--- config.mk ---
export PLATFORM = sky130hd
export DESIGN_NAME = spi_xfer_master
export DESIGN_NICKNAME = d
export VERILOG_FILES = /design/src/rtl/spi_xfer_master.sv
export SDC_FILE = /design/constraint.sdc
export NUM_CORES = 1
export LEC_CHECK = 0
export ABC_AREA = 1
export BUFFER_PORTS_ARGS = -buffer_cell sky130_fd_sc_hd__buf_2
export CAP_MARGIN = 20
export CORE_MARGIN = 3
export CORE_UTILIZATION = 62
export DETAILED_ROUTE_END_ITERATION = 10
export PLACE_DENSITY = 0.82
export SLEW_MARGIN = 20
export SYNTH_ARGS = -nofsm -noshare
export SYNTH_HDL_FRONTEND = slang
export SYNTH_SLANG_ARGS = --single-unit
--- constraint.sdc ---
create_clock -name clk -period 4.5 [get_ports clk]
set_clock_uncertainty 0.2 [all_clocks]
set_input_delay 0.45 -clock clk [delete_from_list [all_inputs] [get_ports clk]]
set_output_delay 0.45 -clock clk [all_outputs]
set_load 0.005 [all_outputs]
--- src/rtl/spi_xfer_master.sv ---
// SPI master: one DATA_W-bit full-duplex transfer per command.
// Runtime CPOL/CPHA, bit order and chip select, latched per command.
module spi_xfer_master #(
  parameter int DATA_W  = 24,
  parameter int CLK_DIV = 4,
  parameter int NUM_CS  = 2,
  localparam int CSW = (NUM_CS > 1) ? $clog2(NUM_CS) : 1
) (
  input  logic              clk,
  input  logic              rst,
  input  logic              cmd_valid,
  output logic              cmd_ready,
  input  logic [DATA_W-1:0] cmd_data,
  input  logic [CSW-1:0]    cmd_cs,
  input  logic              cmd_cpol,
  input  logic              cmd_cpha,
  input  logic              cmd_lsb_first,
  output logic              rx_valid,
  output logic [DATA_W-1:0] rx_data,
  output logic              busy,
  output logic              sck,
  output logic [NUM_CS-1:0] csn,
  output logic              mosi,
  input  logic              miso
);

  localparam int HALF = CLK_DIV / 2;
  localparam int CW   = (HALF > 1) ? $clog2(HALF) : 1;
  localparam int EW   = $clog2(2 * DATA_W + 1);
  localparam logic [CW-1:0] CNT_TOP   = CW'(HALF - 1);
  localparam logic [EW-1:0] EDGE_LAST = EW'(2 * DATA_W - 1);

  typedef enum logic [1:0] {
    S_IDLE,
    S_SETUP,
    S_XFER,
    S_HOLD
  } state_t;

  state_t            r_state;
  state_t            w_next;
  logic [CW-1:0]     r_cnt;
  logic [EW-1:0]     r_ecnt;
  logic [CSW-1:0]    r_cs;
  logic              r_cpol;
  logic              r_cpha;
  logic              r_lsb;
  logic [DATA_W-1:0] r_tx;
  logic [DATA_W-1:0] r_rx;
  logic              r_mosi;
  logic              r_sck;
  logic              r_rx_valid;
  logic [DATA_W-1:0] r_rx_data;
  logic [NUM_CS-1:0] w_csn;

  logic w_idle;
  logic w_accept;
  logic w_tick;
  logic w_edge;
  logic w_lead;
  logic w_trail;
  logic w_shift;
  logic w_samp;
  logic w_last;

  function automatic logic f_first(
    input logic [DATA_W-1:0] w,
    input logic              lsb
  );
    return lsb ? w[0] : w[DATA_W-1];
  endfunction

  function automatic logic [DATA_W-1:0] f_shift(
    input logic [DATA_W-1:0] w,
    input logic              lsb
  );
    return lsb ? (w >> 1) : (w << 1);
  endfunction

  assign w_idle   = (r_state == S_IDLE);
  assign w_accept = w_idle && cmd_valid;
  assign w_tick   = (r_cnt == '0);
  // sck toggles at the end of every half period inside XFER
  assign w_edge   = (r_state == S_XFER) && w_tick;
  assign w_lead   = w_edge && !r_ecnt[0];
  assign w_trail  = w_edge && r_ecnt[0];
  assign w_shift  = r_cpha ? w_lead : w_trail;
  assign w_samp   = r_cpha ? w_trail : w_lead;
  assign w_last   = w_edge && (r_ecnt == EDGE_LAST);

  assign cmd_ready = w_idle;
  assign busy      = !w_idle;
  assign sck       = r_sck;
  assign csn       = w_csn;
  assign mosi      = (&w_csn) ? 1'b0 : r_mosi;
  assign rx_valid  = r_rx_valid;
  assign rx_data   = r_rx_data;

  // State register
  always_ff @(posedge clk) begin
    if (rst) r_state <= S_IDLE;
    else     r_state <= w_next;
  end

  // Next-state decode
  always_comb begin
    w_next = r_state;
    unique case (r_state)
      S_IDLE:  if (cmd_valid) w_next = S_SETUP;
      S_SETUP: if (w_tick)    w_next = S_XFER;
      S_XFER:  if (w_last)    w_next = S_HOLD;
      S_HOLD:  if (w_tick)    w_next = S_IDLE;
      default:                w_next = S_IDLE;
    endcase
  end

  // Chip select decode; out-of-range index selects nothing
  always_comb begin
    w_csn = '1;
    for (int i = 0; i < NUM_CS; i++) begin
      if (!w_idle && r_cs == CSW'(i)) w_csn[i] = 1'b0;
    end
  end

  // Command latch, sck generation, shifting and completion
  always_ff @(posedge clk) begin
    if (rst) begin
      r_cnt      <= CNT_TOP;
      r_ecnt     <= '0;
      r_cs       <= '0;
      r_cpol     <= 1'b0;
      r_cpha     <= 1'b0;
      r_lsb      <= 1'b0;
      r_tx       <= '0;
      r_rx       <= '0;
      r_mosi     <= 1'b0;
      r_sck      <= 1'b0;
      r_rx_valid <= 1'b0;
      r_rx_data  <= '0;
    end else begin
      r_rx_valid <= 1'b0;
      if (w_idle || w_tick) r_cnt <= CNT_TOP;
      else                  r_cnt <= r_cnt - 1'b1;
      if (w_accept) begin
        r_cs   <= cmd_cs;
        r_cpol <= cmd_cpol;
        r_cpha <= cmd_cpha;
        r_lsb  <= cmd_lsb_first;
        r_sck  <= cmd_cpol;
        r_ecnt <= '0;
        r_rx   <= '0;
        if (cmd_cpha) begin
          r_mosi <= 1'b0;
          r_tx   <= cmd_data;
        end else begin
          r_mosi <= f_first(cmd_data, cmd_lsb_first);
          r_tx   <= f_shift(cmd_data, cmd_lsb_first);
        end
      end
      if (w_edge) begin
        r_sck  <= ~r_sck;
        r_ecnt <= r_ecnt + 1'b1;
      end
      if (w_shift) begin
        r_mosi <= f_first(r_tx, r_lsb);
        r_tx   <= f_shift(r_tx, r_lsb);
      end
      if (w_samp) begin
        if (r_lsb) r_rx <= {miso, r_rx[DATA_W-1:1]};
        else       r_rx <= {r_rx[DATA_W-2:0], miso};
      end
      if (r_state == S_HOLD && w_tick) begin
        r_rx_valid <= 1'b1;
        r_rx_data  <= r_rx;
      end
    end
  end

endmodule

==> results.md <==
- Final WL: 10.9 mm
- Crit path max-delay family: simple AND/OR/NAND/NOR gates
- Final Critical Period: 2.66 ns
- Hold Path Class: input port to register
- Area grow syn2layout: 8.81%
- Nets: 805
- Core Util, Final: 70.6%
- TritonCTS clock tree: built
- CTS Buf Count: 9
- Number of detailed-route iterations in the first pass: 5
- Commonest cells after routing, fill and taps aside: 183 x nand2_1, 131 x nand3_1, 86 x dfxtp_1
- PwrDens: 445 nW/um^2
- Post-CTS Hold Fix Bufs: 0
- Library cells used by synthesis: 31
- Clk buf depth: 2
- Slew @ Worst Pin: 0.764 ns
- Setup TNS: 0 ns
- Crit path capture type: register
- CTS resizes: 0
- Root Buffer: clkbuf_8
- Worst R2R End: r_tx[12]$_SDFFE_PP0P_
- Buffers & Inverters on Critical Path: 2
- Seq/Total Area, Yosys: 36.6%
- Pin count of the biggest net entering global routing: 51
- Final slew viol count: 0
- Post-DP HPWL: 7.33 mm
- Starting Density: 64.9%
- Sink Count: 87
- Reg clk slew, reported paths: 0.09 ns
- Initial antenna violation count: 0
- Area of the multi-input gates: 2450 um^2
- H-tree levels: 3
- RSZ-0062 raised after global routing: no
- Core area: 7330 um^2
- Share of cells above drive strength 1: 13.0%
- Worst Path Arrival: 2.71 ns
- Vias in the first global route: 4413
- Worst hold start: cmd_cs
- Post-synth net total: 780
- Die Wd: 93.6 um
- Tot Pwr: 2.31 mW
- Vias per std cell: 5.49
- Final Hold Fails: 0
- Pre-CTS setup slack: 1.93 ns
- #FFs+latches synth: 87
- PortBufs: 62
- Worst r2r src: r_state[0]$_SDFFE_PP0P_
- Die height: 93.6 um
- Vias: 4782
- First-pass GRT wire length: 19.0 mm
- GRT Overall Usage: 26.3%
- Final Setup Violations: 0
- Total gr overflow: 0
- Fillcell total: 669
- Crit path max fanout: 41
- CP startpoint kind: register
- LEAKAGE: 2.28 nW
- Commonest non-fill, non-tap cell in the layout: nand2_1
- Worst rel slew slack: 49.0%
- Hold path endpoint: r_cs$_SDFFE_PP0P_
- Sequential cell area: 1740 um^2
- R2R setup slack: 1.84 ns
- Final worst-path cycle share: 59.0%
- Peak VDD IR: 284 uV
- Mapped cell area: 4760 um^2
- I/O pin cnt: 63
- ANT cells: 0
- Die area: 8760 um^2
- Worst Path Required: 4.55 ns
- Routed Antenna Nets: 0
- Rows: 31
- # DRC: 0
- Warnings from Yosys: 0
- Cell chain of the critical path: inv_1 -> ha_1 -> nand3_2 -> nand2_2 -> nand2_4 -> nand2_2 -> inv_2 -> nor2_1 -> nor2_1
- Setup ws final: 1.84 ns
- Max-Cap Viols: 0
- R2r worst-path depth: 9
- Worst hold slack: 0.186 ns
- Routability cong.: 0.804
- Outcome: completed
- Initial DRC count: 414
- Post-Syn Instances: 742
- Setup Fix Bufs, Post-CTS: 0
- Slowest stage delay, CP: 0.45 ns
- CP max-delay cell: nand2_2
- Clock insertion delay at the later pin of the skew report: 0.35 ns
- Syn Area/Cell: 6.41 um^2
- Hold Path Stages: 3
- WS Path Type: register to register
- FMAX: 0.376 GHz
- Avg WL per Cell: 12.5 um
worst max path at each step:
stage                                  from                       end  slack (ns)  cells past startpoint
floorplan           r_state[0]$_SDFFE_PP0P_     r_tx[16]$_SDFFE_PP0P_        2.79                      9
global placement                        rst  rx_data[10]$_SDFFE_PP0P_        2.00                      5
detailed placement  r_state[0]$_SDFFE_PP0P_     r_tx[12]$_SDFFE_PP0P_        1.93                      9
CTS                 r_state[0]$_SDFFE_PP0P_     r_tx[12]$_SDFFE_PP0P_        1.89                      9
global route        r_state[0]$_SDFFE_PP0P_     r_tx[20]$_SDFFE_PP0P_        1.61                      9
finish              r_state[0]$_SDFFE_PP0P_     r_tx[12]$_SDFFE_PP0P_        1.84                      9
layout make-up:
type	count	share of cell area, %
flip-flops and latches	87	33.7
inverters	78	5.68
clock inverters	6	1.74
multi-input cells	525	47.3
clock buffers	10	2.66
well taps	99	2.39
repair buffers	66	6.57
layer usage:
layer  up-vias  share of wire, %  GRT usage [%]
met2       137                48           45.1
met1      2170                46           33.4
met5         -                 0              0
met4         0               1.5           8.06
li1       2455                 -              -
met3        20               5.1           4.99
sequential cells by signal, indices dropped and copies added, names as in the netlist:
name / flops
r_rx: 24
rx_valid: 1
r_cs: 1
r_ecnt: 6
rx_data: 24
r_state: 2
r_cnt: 1
r_tx: 24
sck: 1
r_lsb: 1
r_mosi: 1
r_cpha: 1
stage by stage:
stage,instance area (um^2),instances
finish,5180,871
global placement,4950,855
floorplan,4760,742
detailed placement,4950,855
CTS,5180,871
global route,5180,871
synthesized netlist by cell type, drive strengths merged:
| master | count | share of area (%) |
|---|---|---|
| buf | 34 | 4.4 |
| o22ai | 1 | 0.13 |
| inv | 76 | 6.0 |
| nand4 | 1 | 0.13 |
| nor2 | 45 | 3.8 |
| nand2 | 189 | 15 |
| ha | 6 | 1.6 |
| mux2 | 1 | 0.24 |
| nand3 | 133 | 14 |
| nor3b | 1 | 0.16 |
| clkinv | 2 | 0.18 |
| o21ai | 78 | 8.2 |
| a22oi | 1 | 0.16 |
| o21a | 1 | 0.16 |
| o211ai | 1 | 0.16 |
| nand3b | 1 | 0.16 |
| or2 | 1 | 0.13 |
| dfxtp | 87 | 37 |
| clkbuf | 18 | 1.4 |
| a21oi | 65 | 6.8 |
where the power goes:
part           total (mW)  internal (mW)  switching, mW
Clock               0.612          0.331          0.281
Sequential          0.956          0.862         0.0940
Combinational       0.738          0.228          0.510
tightest hold or removal path: cells and delay by family:
family | cells | cell delay (ns)
simple gates | 1 | 0.11
buf+inv | 1 | 0.07
compound gates | 1 | 0.07
cell families after synthesis:
family          count (synthesis)  synth area share (%)
simple gates                  371                  34.0
compound gates                147                  15.6
buf+inv                       130                  12.0
flops                          87                  36.6
fa+ha+maj                       6                  1.58
mux                             1                 0.237
Note: power is estimated with default switching activity, not from simulation.
